$ cat src/rtl/dtm_jtag.sv
// RISC-V JTAG debug transport: oversampled TAP driving a single-outstanding
// DMI master port. All JTAG pins are sampled in the clk domain.
module dtm_jtag #(
   parameter logic [31:0] IDCODE      = 32'h1000_0001,
   parameter int          ABITS       = 7,
   parameter int          SYNC_STAGES = 2
) (
   input  logic             clk,
   input  logic             reset,
   input  logic             jtag_tck,
   input  logic             jtag_tms,
   input  logic             jtag_tdi,
   output logic             jtag_tdo,
   output logic             dmi_valid,
   input  logic             dmi_ready,
   output logic             dmi_write,
   output logic [ABITS-1:0] dmi_addr,
   output logic [31:0]      dmi_wdata,
   input  logic [31:0]      dmi_rdata
);

   localparam int DW = ABITS + 34;
   localparam logic [4:0] IR_IDCODE = 5'h01;
   localparam logic [4:0] IR_DTMCS  = 5'h10;
   localparam logic [4:0] IR_DMI    = 5'h11;
   localparam logic [5:0] ABITS6    = 6'(ABITS);

   typedef enum logic [3:0] {
      TLR, RTI,
      SEL_DR, CAP_DR, SH_DR, EX1_DR, PA_DR, EX2_DR, UPD_DR,
      SEL_IR, CAP_IR, SH_IR, EX1_IR, PA_IR, EX2_IR, UPD_IR
   } tap_e;

   logic [SYNC_STAGES-1:0] tck_sync_q, tms_sync_q, tdi_sync_q;
   logic                   tck_prev_q;
   tap_e                   tap_q, tap_d;
   logic [4:0]             ir_q, ir_d;
   logic [DW-1:0]          sr_q, sr_d;
   logic                   tdo_q, tdo_d;
   logic                   valid_q, valid_d;
   logic                   write_q, write_d;
   logic [ABITS-1:0]       addr_q, addr_d;
   logic [31:0]            wdata_q, wdata_d;
   logic [31:0]            data_q, data_d;
   logic [1:0]             stat_q, stat_d;

   logic tck_s, tms_s, tdi_s;
   logic tck_rise, tck_fall;
   logic hs, busy;
   logic [1:0]  op_st;
   logic [31:0] dtmcs_w;

   assign tck_s    = tck_sync_q[SYNC_STAGES-1];
   assign tms_s    = tms_sync_q[SYNC_STAGES-1];
   assign tdi_s    = tdi_sync_q[SYNC_STAGES-1];
   assign tck_rise = tck_s & ~tck_prev_q;
   assign tck_fall = ~tck_s & tck_prev_q;

   // A handshake in this cycle frees the port for an update in the same cycle.
   assign hs    = valid_q & dmi_ready;
   assign busy  = valid_q & ~dmi_ready;
   assign op_st = (valid_q || stat_q != 2'd0) ? 2'd3 : 2'd0;
   assign dtmcs_w = {14'b0, 3'b000, 3'd1, stat_q, ABITS6, 4'd1};

   always_comb begin
      tap_d = tap_q;
      if (tck_rise) begin
         unique case (tap_q)
            TLR:    tap_d = tms_s ? TLR    : RTI;
            RTI:    tap_d = tms_s ? SEL_DR : RTI;
            SEL_DR: tap_d = tms_s ? SEL_IR : CAP_DR;
            CAP_DR: tap_d = tms_s ? EX1_DR : SH_DR;
            SH_DR:  tap_d = tms_s ? EX1_DR : SH_DR;
            EX1_DR: tap_d = tms_s ? UPD_DR : PA_DR;
            PA_DR:  tap_d = tms_s ? EX2_DR : PA_DR;
            EX2_DR: tap_d = tms_s ? UPD_DR : SH_DR;
            UPD_DR: tap_d = tms_s ? SEL_DR : RTI;
            SEL_IR: tap_d = tms_s ? TLR    : CAP_IR;
            CAP_IR: tap_d = tms_s ? EX1_IR : SH_IR;
            SH_IR:  tap_d = tms_s ? EX1_IR : SH_IR;
            EX1_IR: tap_d = tms_s ? UPD_IR : PA_IR;
            PA_IR:  tap_d = tms_s ? EX2_IR : PA_IR;
            EX2_IR: tap_d = tms_s ? UPD_IR : SH_IR;
            UPD_IR: tap_d = tms_s ? SEL_DR : RTI;
         endcase
      end
   end

   always_comb begin
      ir_d    = ir_q;
      sr_d    = sr_q;
      tdo_d   = tdo_q;
      valid_d = valid_q;
      write_d = write_q;
      addr_d  = addr_q;
      wdata_d = wdata_q;
      data_d  = data_q;
      stat_d  = stat_q;

      if (hs) begin
         valid_d = 1'b0;
         if (!write_q) data_d = dmi_rdata;
      end

      if (tck_rise) begin
         case (tap_q)
            CAP_IR: sr_d = {{(DW-5){1'b0}}, 5'b00001};
            SH_IR:  sr_d = {{(DW-5){1'b0}}, tdi_s, sr_q[4:1]};
            CAP_DR: begin
               case (ir_q)
                  IR_IDCODE: sr_d = {{(DW-32){1'b0}}, IDCODE};
                  IR_DTMCS:  sr_d = {{(DW-32){1'b0}}, dtmcs_w};
                  IR_DMI: begin
                     sr_d = {addr_q, data_q, op_st};
                     if (valid_q) stat_d = 2'd3;
                  end
                  default:   sr_d = '0;
               endcase
            end
            SH_DR: begin
               case (ir_q)
                  IR_IDCODE,
                  IR_DTMCS: sr_d = {{(DW-32){1'b0}}, tdi_s, sr_q[31:1]};
                  IR_DMI:   sr_d = {tdi_s, sr_q[DW-1:1]};
                  default:  sr_d = {{(DW-1){1'b0}}, tdi_s};
               endcase
            end
            default: ;
         endcase
      end

      if (tck_fall) begin
         case (tap_q)
            SH_IR, SH_DR: tdo_d = sr_q[0];
            UPD_IR:       ir_d  = sr_q[4:0];
            UPD_DR: begin
               if (ir_q == IR_DTMCS) begin
                  if (sr_q[16] || sr_q[17]) stat_d = 2'd0;
                  if (sr_q[17]) begin
                     valid_d = 1'b0;
                     data_d  = data_q;
                  end
               end else if (ir_q == IR_DMI) begin
                  if (busy) begin
                     stat_d = 2'd3;
                  end else if (stat_q == 2'd0) begin
                     addr_d  = sr_q[DW-1:34];
                     wdata_d = sr_q[33:2];
                     if (sr_q[1:0] == 2'd1) begin
                        valid_d = 1'b1;
                        write_d = 1'b0;
                     end else if (sr_q[1:0] == 2'd2) begin
                        valid_d = 1'b1;
                        write_d = 1'b1;
                     end
                  end
               end
            end
            default: ;
         endcase
      end

      if (tap_q == TLR) ir_d = IR_IDCODE;
   end

   always_ff @(posedge clk) begin
      if (reset) begin
         tck_sync_q <= '0;
         tms_sync_q <= '0;
         tdi_sync_q <= '0;
         tck_prev_q <= 1'b0;
         tap_q      <= TLR;
         ir_q       <= IR_IDCODE;
         sr_q       <= '0;
         tdo_q      <= 1'b0;
         valid_q    <= 1'b0;
         write_q    <= 1'b0;
         addr_q     <= '0;
         wdata_q    <= '0;
         data_q     <= '0;
         stat_q     <= 2'd0;
      end else begin
         tck_sync_q <= {tck_sync_q[SYNC_STAGES-2:0], jtag_tck};
         tms_sync_q <= {tms_sync_q[SYNC_STAGES-2:0], jtag_tms};
         tdi_sync_q <= {tdi_sync_q[SYNC_STAGES-2:0], jtag_tdi};
         tck_prev_q <= tck_s;
         tap_q      <= tap_d;
         ir_q       <= ir_d;
         sr_q       <= sr_d;
         tdo_q      <= tdo_d;
         valid_q    <= valid_d;
         write_q    <= write_d;
         addr_q     <= addr_d;
         wdata_q    <= wdata_d;
         data_q     <= data_d;
         stat_q     <= stat_d;
      end
   end

   assign jtag_tdo  = tdo_q;
   assign dmi_valid = valid_q;
   assign dmi_write = write_q;
   assign dmi_addr  = addr_q;
   assign dmi_wdata = wdata_q;

endmodule

$ cat config.mk
export PLATFORM = sky130hd
export DESIGN_NAME = dtm_jtag
export DESIGN_NICKNAME = d
export VERILOG_FILES = /design/src/rtl/dtm_jtag.sv
export SDC_FILE = /design/constraint.sdc
export NUM_CORES = 1
export LEC_CHECK = 0
export CORE_MARGIN = 2
export CORE_UTILIZATION = 40
export DETAILED_ROUTE_END_ITERATION = 12
export GPL_TIMING_DRIVEN = 0
export PLACE_DENSITY_LB_ADDON = 0.1
export SLEW_MARGIN = 15
export SYNTH_ARGS = -nofsm -noshare
export SYNTH_HDL_FRONTEND = slang
export SYNTH_SLANG_ARGS = --single-unit
$ cat constraint.sdc
create_clock -name clk -period 3.2 [get_ports clk]
set_input_delay 0.64 -clock clk [delete_from_list [all_inputs] [get_ports clk]]
set_output_delay 0.64 -clock clk [all_outputs]
set_load 0.02 [all_outputs]
Yosys cells after proc, flatten, opt, wreduce, memory -nomap -nowiden. Index checks and enable logic that the tools add are counted.

Word-level logic and storage cells: 107. Bits in latches: 0. Memories kept: 0. Register bits: 133. Output and inout port bits: 42. RAM bits: 0. ROM bits: 0. Input bits: 38.

Shift-type cells: 0. Reduce and logical (&&, ||, !) cells: 18. $add $sub $neg: 0. Eq/ne operators: 21. Div/mod/pow operators: 0. Multiplexer cells: 45. $mul: 0. Magnitude comparators: 0. Bitwise logic cells: 9.

Operators with widths (number): 2-to-1 mux 32 bit (6); one-hot mux 41 bit (4 select lines) (1); one-hot mux 41 bit (3 select lines) (1); one-hot mux 41 bit (2 select lines) (1); one-hot mux 4 bit (12 select lines) (1); equality test 4 bit (second input constant) (8); 2-to-1 mux 2 bit (14); equality test 4 x 3 -> 1 bit (second input constant) (4); 2-to-1 mux 4 bit (4); 2-to-1 mux 1 bit (15); equality test 5 bit (second input constant) (2); OR reduction 2 bit (5); equality test 4 x 2 -> 1 bit (second input constant) (2); AND reduction 7 bit (1); 2-to-1 mux 3 bit (2); AND reduction 2 bit (3); AND reduction 6 bit (1); equality test 5 x 1 -> 1 bit (second input constant) (1); inverter 1 bit (5); bitwise AND 1 bit (4); equality test 4 x 1 -> 1 bit (second input constant) (1); logical NOT 4 bit (1); != test 4 bit (second input constant) (1); nonzero test 2 bit (2); other kinds (6) (7).

Depth between registers and ports, before layout.
Word-level depth: 10. Gate-level depth with buffers: 8. Mapped depth without buffers: 6.

Worst setup path after synthesis. No wires, ideal clock.

Path kind: reg2reg. Start: register tap_q[0]. End: register sr_q[10]. Data arrival time: 1.758 ns. Stages on the path, launching flop included: 8. Setup time: 0.119 ns. Clock period less this slack: 1.877 ns. Buffers on the path: 3. Required time: 3.081 ns. Path slack: 1.323 ns. Cells stage by stage: dfxtp_1 -> buf_2 -> nor4b_4 -> o21ai_1 -> and2_1 -> clkbuf_1 -> buf_2 -> o2bb2ai_1.

Longest elaborated chain between the ends: 3. Elaborated cells between the ends (all ways): 7. Classes of those cells: eq/ne (4); mux (1); reduce/logical (2).

Ends and longest elaborated chain: start: declaration (RTL line 36) `tap_e tap_q, tap_d;`; start signal: assignment (RTL line 187) `tap_q <= tap_d;`; equality test 4 bit, or another cell as far along (RTL line 106) `case (tap_q)`; nonzero test 4 bit (no source line); AND reduction 2 bit (no source line); end signal: assignment (RTL line 189) `sr_q <= sr_d;`; end: declaration (RTL line 38) `logic [DW-1:0] sr_q, sr_d;`.

Parallel ways exist; a longest one is shown, timed or not. A chain may end at the register's enable or synchronous reset.

Worst setup path after layout.
Start: register tap_q[0]. End: register sr_q[14].

The elaborated chain is that of the path after synthesis.

==> reports/summary.txt <==
Status: finished clean
ANT nets after route: 0
CP startpoint: tap_q[0]
Yosys cell types: 52
Power per Cell Area: 517 nW/µm²
R2R Path Start: tap_q[0]
Clk pwr share: 0.505
Port buffer count: 79
Nets: 736
DRT Pass-1 Iters: 7
CTS clock-pin slew for the worst setup and hold paths: 0.05 ns
First-pass GRT wire length: 24.1 mm
FILL cells: 1235
Number of global-route vias before repair: 4539
Die area: 14400 µm²
# setup viols final: 0
Core region area: 13200 µm²
EDFF count, synth: 0
Largest net degree at the start of global routing: 17
Setup Skew: 0.00725 ns
CTS Sinks: 133
WP depth: 7
DR vias/cell: 5.34
Comb pwr share: 0.030
Synth Area in Adders: 0.00466
Area leader, netlist: dfxtp_1
Compound-Gate Fraction of Synth Area: 0.210
MaxCap Viol Count: 0
Top cell type's share of synthesized area: 0.496
Drt drc: 0
Worst reg-to-reg path cell count: 7
Reg power frac: 0.465
Crit path cell chain: buf_2 -> nor4b_4 -> o21ai_1 -> and2_1 -> clkbuf_1 -> buf_2 -> o2bb2ai_1
Hold Path Stages: 1
Initial antenna violation count: 0
Mapped Nets: 638
Routability Congestion: 0.903
Hold Vio Cnt, Final: 0
GR Util All Layers: 0.217
Number of I/O pins: 80
Total Negative Setup Slacks: 0 ns
Max VDD drop: 0.000349 V
WL final: 14.9 mm
Internal reg-to-reg setup slack: 0.63 ns
Yosys reg bits: 133
Max incr delay on CP: 0.68 ns
Postcts setup bufs: 0
Crit path capture: sr_q[14]
CTS tree: built
Crit path DAT: 2.86 ns
Die height: 120 µm
Root Buffer Master: clkbuf_16
Ys async rst share: 0
Crit path max fanout: 10
Layout Cells excl Fill: 881
Top post-synthesis cells by area: dfxtp_1, mux2i_1, nand2_1
Mapped Cells: 598
Post-Synth Simple-Gate Area: 0.168
Mapped cell area: 5370 µm²
Top FF cell, synth: dfxtp_1
Initial DRC Count: 322
Post-DR wirelength/cell: 16.9 µm
Rows: 42
# diodes: 0
Clock tree buffer depth: 2
CP Capture Type: register
Mux share of post-synthesis cell area: 0.0764
R2R Path End: sr_q[14]
Worst path top cell family by delay: simple AND/OR/NAND/NOR gates
CP most frequent cell: buf_2
TritonCTS buffer count: 17
FMAX: 390 MHz
P_leak: 2.23 nW
Min cycle time layout: 2.57 ns
RSZ-0062 raised after global routing: false
Gr ovfl total: 0
Slew HR: 0.305
Hold buffers post-CTS: 0
Via count: 4704
Worst-Margin Slew: 1.03 ns
Initial core utilization: 0.407
Largest family of logic cells by synthesized area: compound AO/OA/AOI/OAI gates
CP max stage cell: nor4b_4
Internal: 2.86 mW
Syn Area/Cell: 8.98 µm²
NetSw: 0.718 mW
Worst-Skew Late Latency: 0.41 ns
Startpoint types: register
DP HPWL: 10.6 mm
Die width: 120 µm
Setup CP Type: reg2reg
Dpl cells: 853
H-tree lvl count: 4
# resized after CTS: 0
Final period util: 0.802
Final max-slew violation count: 0
Layout cells sized above 1: 0.0652
Area growth from synthesis to layout: 29.0%
Ys Warns: 0
Required time of the critical path: 3.50 ns
Sequential fraction of the synthesis area: 0.496
Min-delay worst type: reg2reg
Switching part of the total: 0.201
XOR/XNOR share of the synthesized area: 0
Buf/Inv on CP: 3
-- synthesized netlist by cell type, types with 3 or more instances --
cell type	instances
nand4_1	3
o2bb2ai_1	25
mux2i_1	41
a22oi_1	33
a22o_1	5
nand3_1	7
nand2_1	84
inv_1	9
dfxtp_1	133
o21ai_0	6
nor3_1	4
a21oi_1	55
nor2_1	73
clkbuf_1	30
a2bb2oi_1	12
or3_1	5
a221oi_1	3
buf_2	16
nor2b_1	9
-- registers in the layout, summed over array words and instances, names as in the netlist, 4 cells and up --
register and count:
dmi_addr 7, ir_q 5, data_q 32, tap_q 4, dmi_wdata 32, sr_q 41
-- area by class of cell --
type	instances	area, µm²	area share
buffer	48	200	0.0289
clock buffer	23	498	0.0719
clock inverter	5	50.0	0.00722
inverter	11	41.3	0.00596
multi-input combinational	406	2460	0.356
sequential	133	2660	0.384
tap	176	220	0.0318
timing repair buffer	79	791	0.114
-- layer usage --
layer | routed length [µm] | track usage | share of wire
met5 | 0 | 0 | 0
met1 | 7210 | 0.299 | 0.48
met2 | 6700 | 0.329 | 0.45
met3 | 759 | 0.0599 | 0.051
met4 | 229 | 0.0735 | 0.015
-- power by group through the flow --
stage                     logic [mW]  clock network (mW)  registers, mW
after detailed placement       0.108                   0           1.70
after global placement         0.107                   0           1.70
final                          0.109                1.81           1.66
after CTS                      0.109                1.84           1.66
after floorplan               0.0413                   0           1.70
after global routing           0.116                1.92           1.66
-- through the flow --
step / total power, mW / setup slack, ns / instance area, µm² / hold WS (ns) / util
after detailed placement: 1.81 / 0.452 / 6380 / 0.433 / 0.484
after global placement: 1.81 / 0.472 / 6380 / 0.432 / 0.484
final: 3.58 / 0.635 / 6930 / 0.449 / 0.525
after floorplan: 1.74 / 1.32 / 5370 / 0.414 / -
after CTS: 3.61 / 0.617 / 6930 / 0.454 / 0.525
after global routing: 3.70 / 0.476 / 6930 / 0.465 / 0.525
-- kinds of logic (layout without fill, tap and decap cells) --
| group | Yosys count | after routing |
|---|---|---|
| simple gates | 202 | 202 |
| compound gates | 161 | 161 |
| flops | 133 | 133 |
| buf+inv | 59 | 166 |
| mux | 41 | 41 |
| fa+ha+maj | 2 | 2 |
-- worst register-to-register path, stage by stage, from the launching register on --
cell and delay (ns):
dfxtp_1 0.29, buf_2 0.17, nor4b_4 0.68, o21ai_1 0.41, and2_1 0.29, clkbuf_1 0.21
buf_2 0.25, o2bb2ai_1 0.14
-- worst min-delay path by stage --
stage	to	slack, ns	from
final	tms_sync_q[1]	0.45	tms_sync_q[0]
after global routing	tms_sync_q[1]	0.46	tms_sync_q[0]
after CTS	dmi_wdata[18]	0.45	dmi_wdata[18]
after detailed placement	tck_sync_q[1]	0.43	tck_sync_q[0]
after global placement	tdi_sync_q[1]	0.43	tdi_sync_q[0]
after floorplan	tck_sync_q[1]	0.41	tck_sync_q[0]
-- cells in the final DEF (no fill, tap or decap), types with 7 or more instances in the layout --
master           netlist  layout
clkbuf_16              0      17
nor2_1                73      73
mux2i_1               41      41
a21oi_1               55      55
inv_1                  9       9
dfxtp_1              133     133
nand3_1                7       7
clkbuf_1              30      31
o2bb2ai_1             25      25
clkdlybuf4s50_1        0      79
nand2_1               84      84
a22oi_1               33      33
a2bb2oi_1             12      12
nor2b_1                9       9
buf_2                 16      16
(Power assumes the default switching activity.)
==> RTL change, RTL diff (same settings) <==
Change the parameter `ABITS` from 7 to 9.
--- a/src/rtl/dtm_jtag.sv
+++ b/src/rtl/dtm_jtag.sv
@@ -2,7 +2,7 @@
 // DMI master port. All JTAG pins are sampled in the clk domain.
 module dtm_jtag #(
    parameter logic [31:0] IDCODE      = 32'h1000_0001,
-   parameter int          ABITS       = 7,
+   parameter int          ABITS       = 9,
    parameter int          SYNC_STAGES = 2
 ) (
    input  logic             clk,
Ports: changed (resized dmi_addr); port bits go from 80 to 82. No check against the original RTL was run, so the function may have changed too.
==> RTL change against the unedited design <==
- total power up 6.3%
- wire length up 1.3%
- setup slack better by 0.41 ns
- via count up 7.5%
- sequential cell count up 4
- synthesized area up 4.1%
- die area up 3.9%
- sequential share of layout area down 0.43 points
- cell area up 4.2%
- hold slack worse by 0.017 ns
- critical path type unchanged
==> RTL change: results (changes against the unedited design) <==
| Metric | Value |
|---|---|
| Status | `complete, no violations (unchanged)` |
| # placed instances | `923 (was 853)` |
| Pin count of the biggest net entering global routing | `17 (unchanged)` |
| Worst path top cell family by delay | `simple AND/OR/NAND/NOR gates (unchanged)` |
| Antenna violations before repair | `0 (unchanged)` |
| Hold Crit Class | `reg -> reg (unchanged)` |
| Syn nets | `703 (was 638)` |
| CTS max path bufs | `2 (unchanged)` |
| Asr flop ratio synth | `0% (unchanged)` |
| Share of cells above drive strength 1 | `7.87% (was 6.52%)` |
| Post-DR wirelength/cell | `15.8 µm (was 16.9 µm)` |
| Synth unique cells | `53 (was 52)` |
| CP max stage cell | `dfxtp_1 (was nor4b_4)` |
| Post-CTS sizing | `0 (unchanged)` |
| Cts bufs inserted | `17 (unchanged)` |
| DRT Pass-1 Iters | `5 (was 7)` |
| Commonest cells in the netlist | `165 x nand2_1, 137 x dfxtp_1, 98 x a21oi_1 (was 133 x dfxtp_1, 84 x nand2_1, 73 x nor2_1)` |
| Ys Warns | `0 (unchanged)` |
| Leakage | `0.00232 µW (was 0.00223 µW)` |
| WL final | `15,100 µm (was 14,900 µm)` |
| Fin Clk Skew | `0.00550 ns (was 0.00725 ns)` |
| Cells after Synth | `663 (was 598)` |
| Max incr delay on CP | `0.46 ns (was 0.68 ns)` |
| Nets@finish | `802 (was 736)` |
| GRT Util Overall | `21.2% (was 21.7%)` |
| IO buf count | `80 (was 79)` |
| Peak supply drop | `0.403 mV (was 0.349 mV)` |
| Critical Path AT | `2.50 ns (was 2.86 ns)` |
| CP Max Fanout | `10 (unchanged)` |
| Top FF cell, synth | `dfxtp_1 (unchanged)` |
| First-pass GRT wire length | `24,200 µm (was 24,100 µm)` |
| Actual slew at the worst max-slew pin | `1.05 ns (was 1.03 ns)` |
| Vias in the first global route | `4,772 (was 4,539)` |
| Via count | `5,059 (was 4,704)` |
| Detailed router's first-iteration violation count | `347 (was 322)` |
| Seq/Total Area, Yosys | `49.1% (was 49.6%)` |
| Worst-path clk slew | `0.06 ns` |
| Routability cong. | `0.885 (was 0.903)` |
| Synth top area cells | `dfxtp_1 49%, nand2_1 11%, a21oi_1 8.8%, a22oi_1 4.7%, o2bb2ai_1 4.1% (was dfxtp_1 50%, mux2i_1 7.6%, nand2_1 5.9%, a21oi_1 5.1%, nor2_1 5.1%)` |
| Clk Latency, worst-skew pair | `0.42 ns` |
| Max reg flops | `43 (was 41)` |
| HPWL Detailed | `10,800 µm (was 10,600 µm)` |
| Top reg by flops | `sr_q (unchanged)` |
RTL change: cell types whose count changed in the layout (fill, tap and decap cells not counted), moves of 5 or more:
cell,delta
a21oi_1,+43
a2bb2oi_1,-12
mux2i_1,-33
nand2_1,+81
nor2b_1,+6
nor2_1,-29
nand3_1,-5
RTL change: metrics by stage:
stage / area (µm²) / setup slack (ns)
CTS: 7220 / 1.02
detailed placement: 6610 / 0.756
finish: 7220 / 1.04
global placement: 6610 / 0.779
floorplan: 5590 / 1.47
global route: 7220 / 0.858
RTL change: worst paths after layout:
kind                 startpoint       endpoint  slack [ns]  cells past startpoint
setup / recovery        ir_q[4]   dmi_wdata[5]        1.04                      6
hold / removal    tck_sync_q[0]  tck_sync_q[1]        0.43                      1
setup reg to reg        ir_q[4]   dmi_wdata[5]        1.04                      6
hold reg to reg   tck_sync_q[0]  tck_sync_q[1]        0.43                      1
RTL change: layout make-up:
type	count	area (µm²)
fillers	1397	6560
flip-flops and latches	137	2740
multi-input cells	466	2560
repair buffers	80	801
clock buffers	26	519
plain buffers	52	251
well taps	180	225
clock inverters	6	85.1
inverters	8	30.0
RTL change: logic make-up after synthesis:
family                     Yosys count  share of synthesized area (%)
adders and majority gates            2                          0.448
AOI/OAI and AO/OA                  199                           23.0
DFF                                137                           49.1
muxes                                9                           1.63
and+or+nand+nor                    256                           20.8
buffers and inverters               60                           5.04
RTL change: routing by layer:
metal,global-route usage [%],routed length [µm],vias to the layer above
li1,-,-,2506
met1,26.5,6850,2391
met2,35.3,7300,140
met3,4.87,686,22
met4,8.19,257,0
met5,0,0,-
RTL change: where the power goes:
group,internal [µW],total (µW),switching (µW),leakage (µW)
Combinational,52.5,106,53.2,0.000926
Clock,1270,1980,715,0.000293
Sequential,1710,1710,3.41,0.00110
Total,3030,3800,772,0.00232
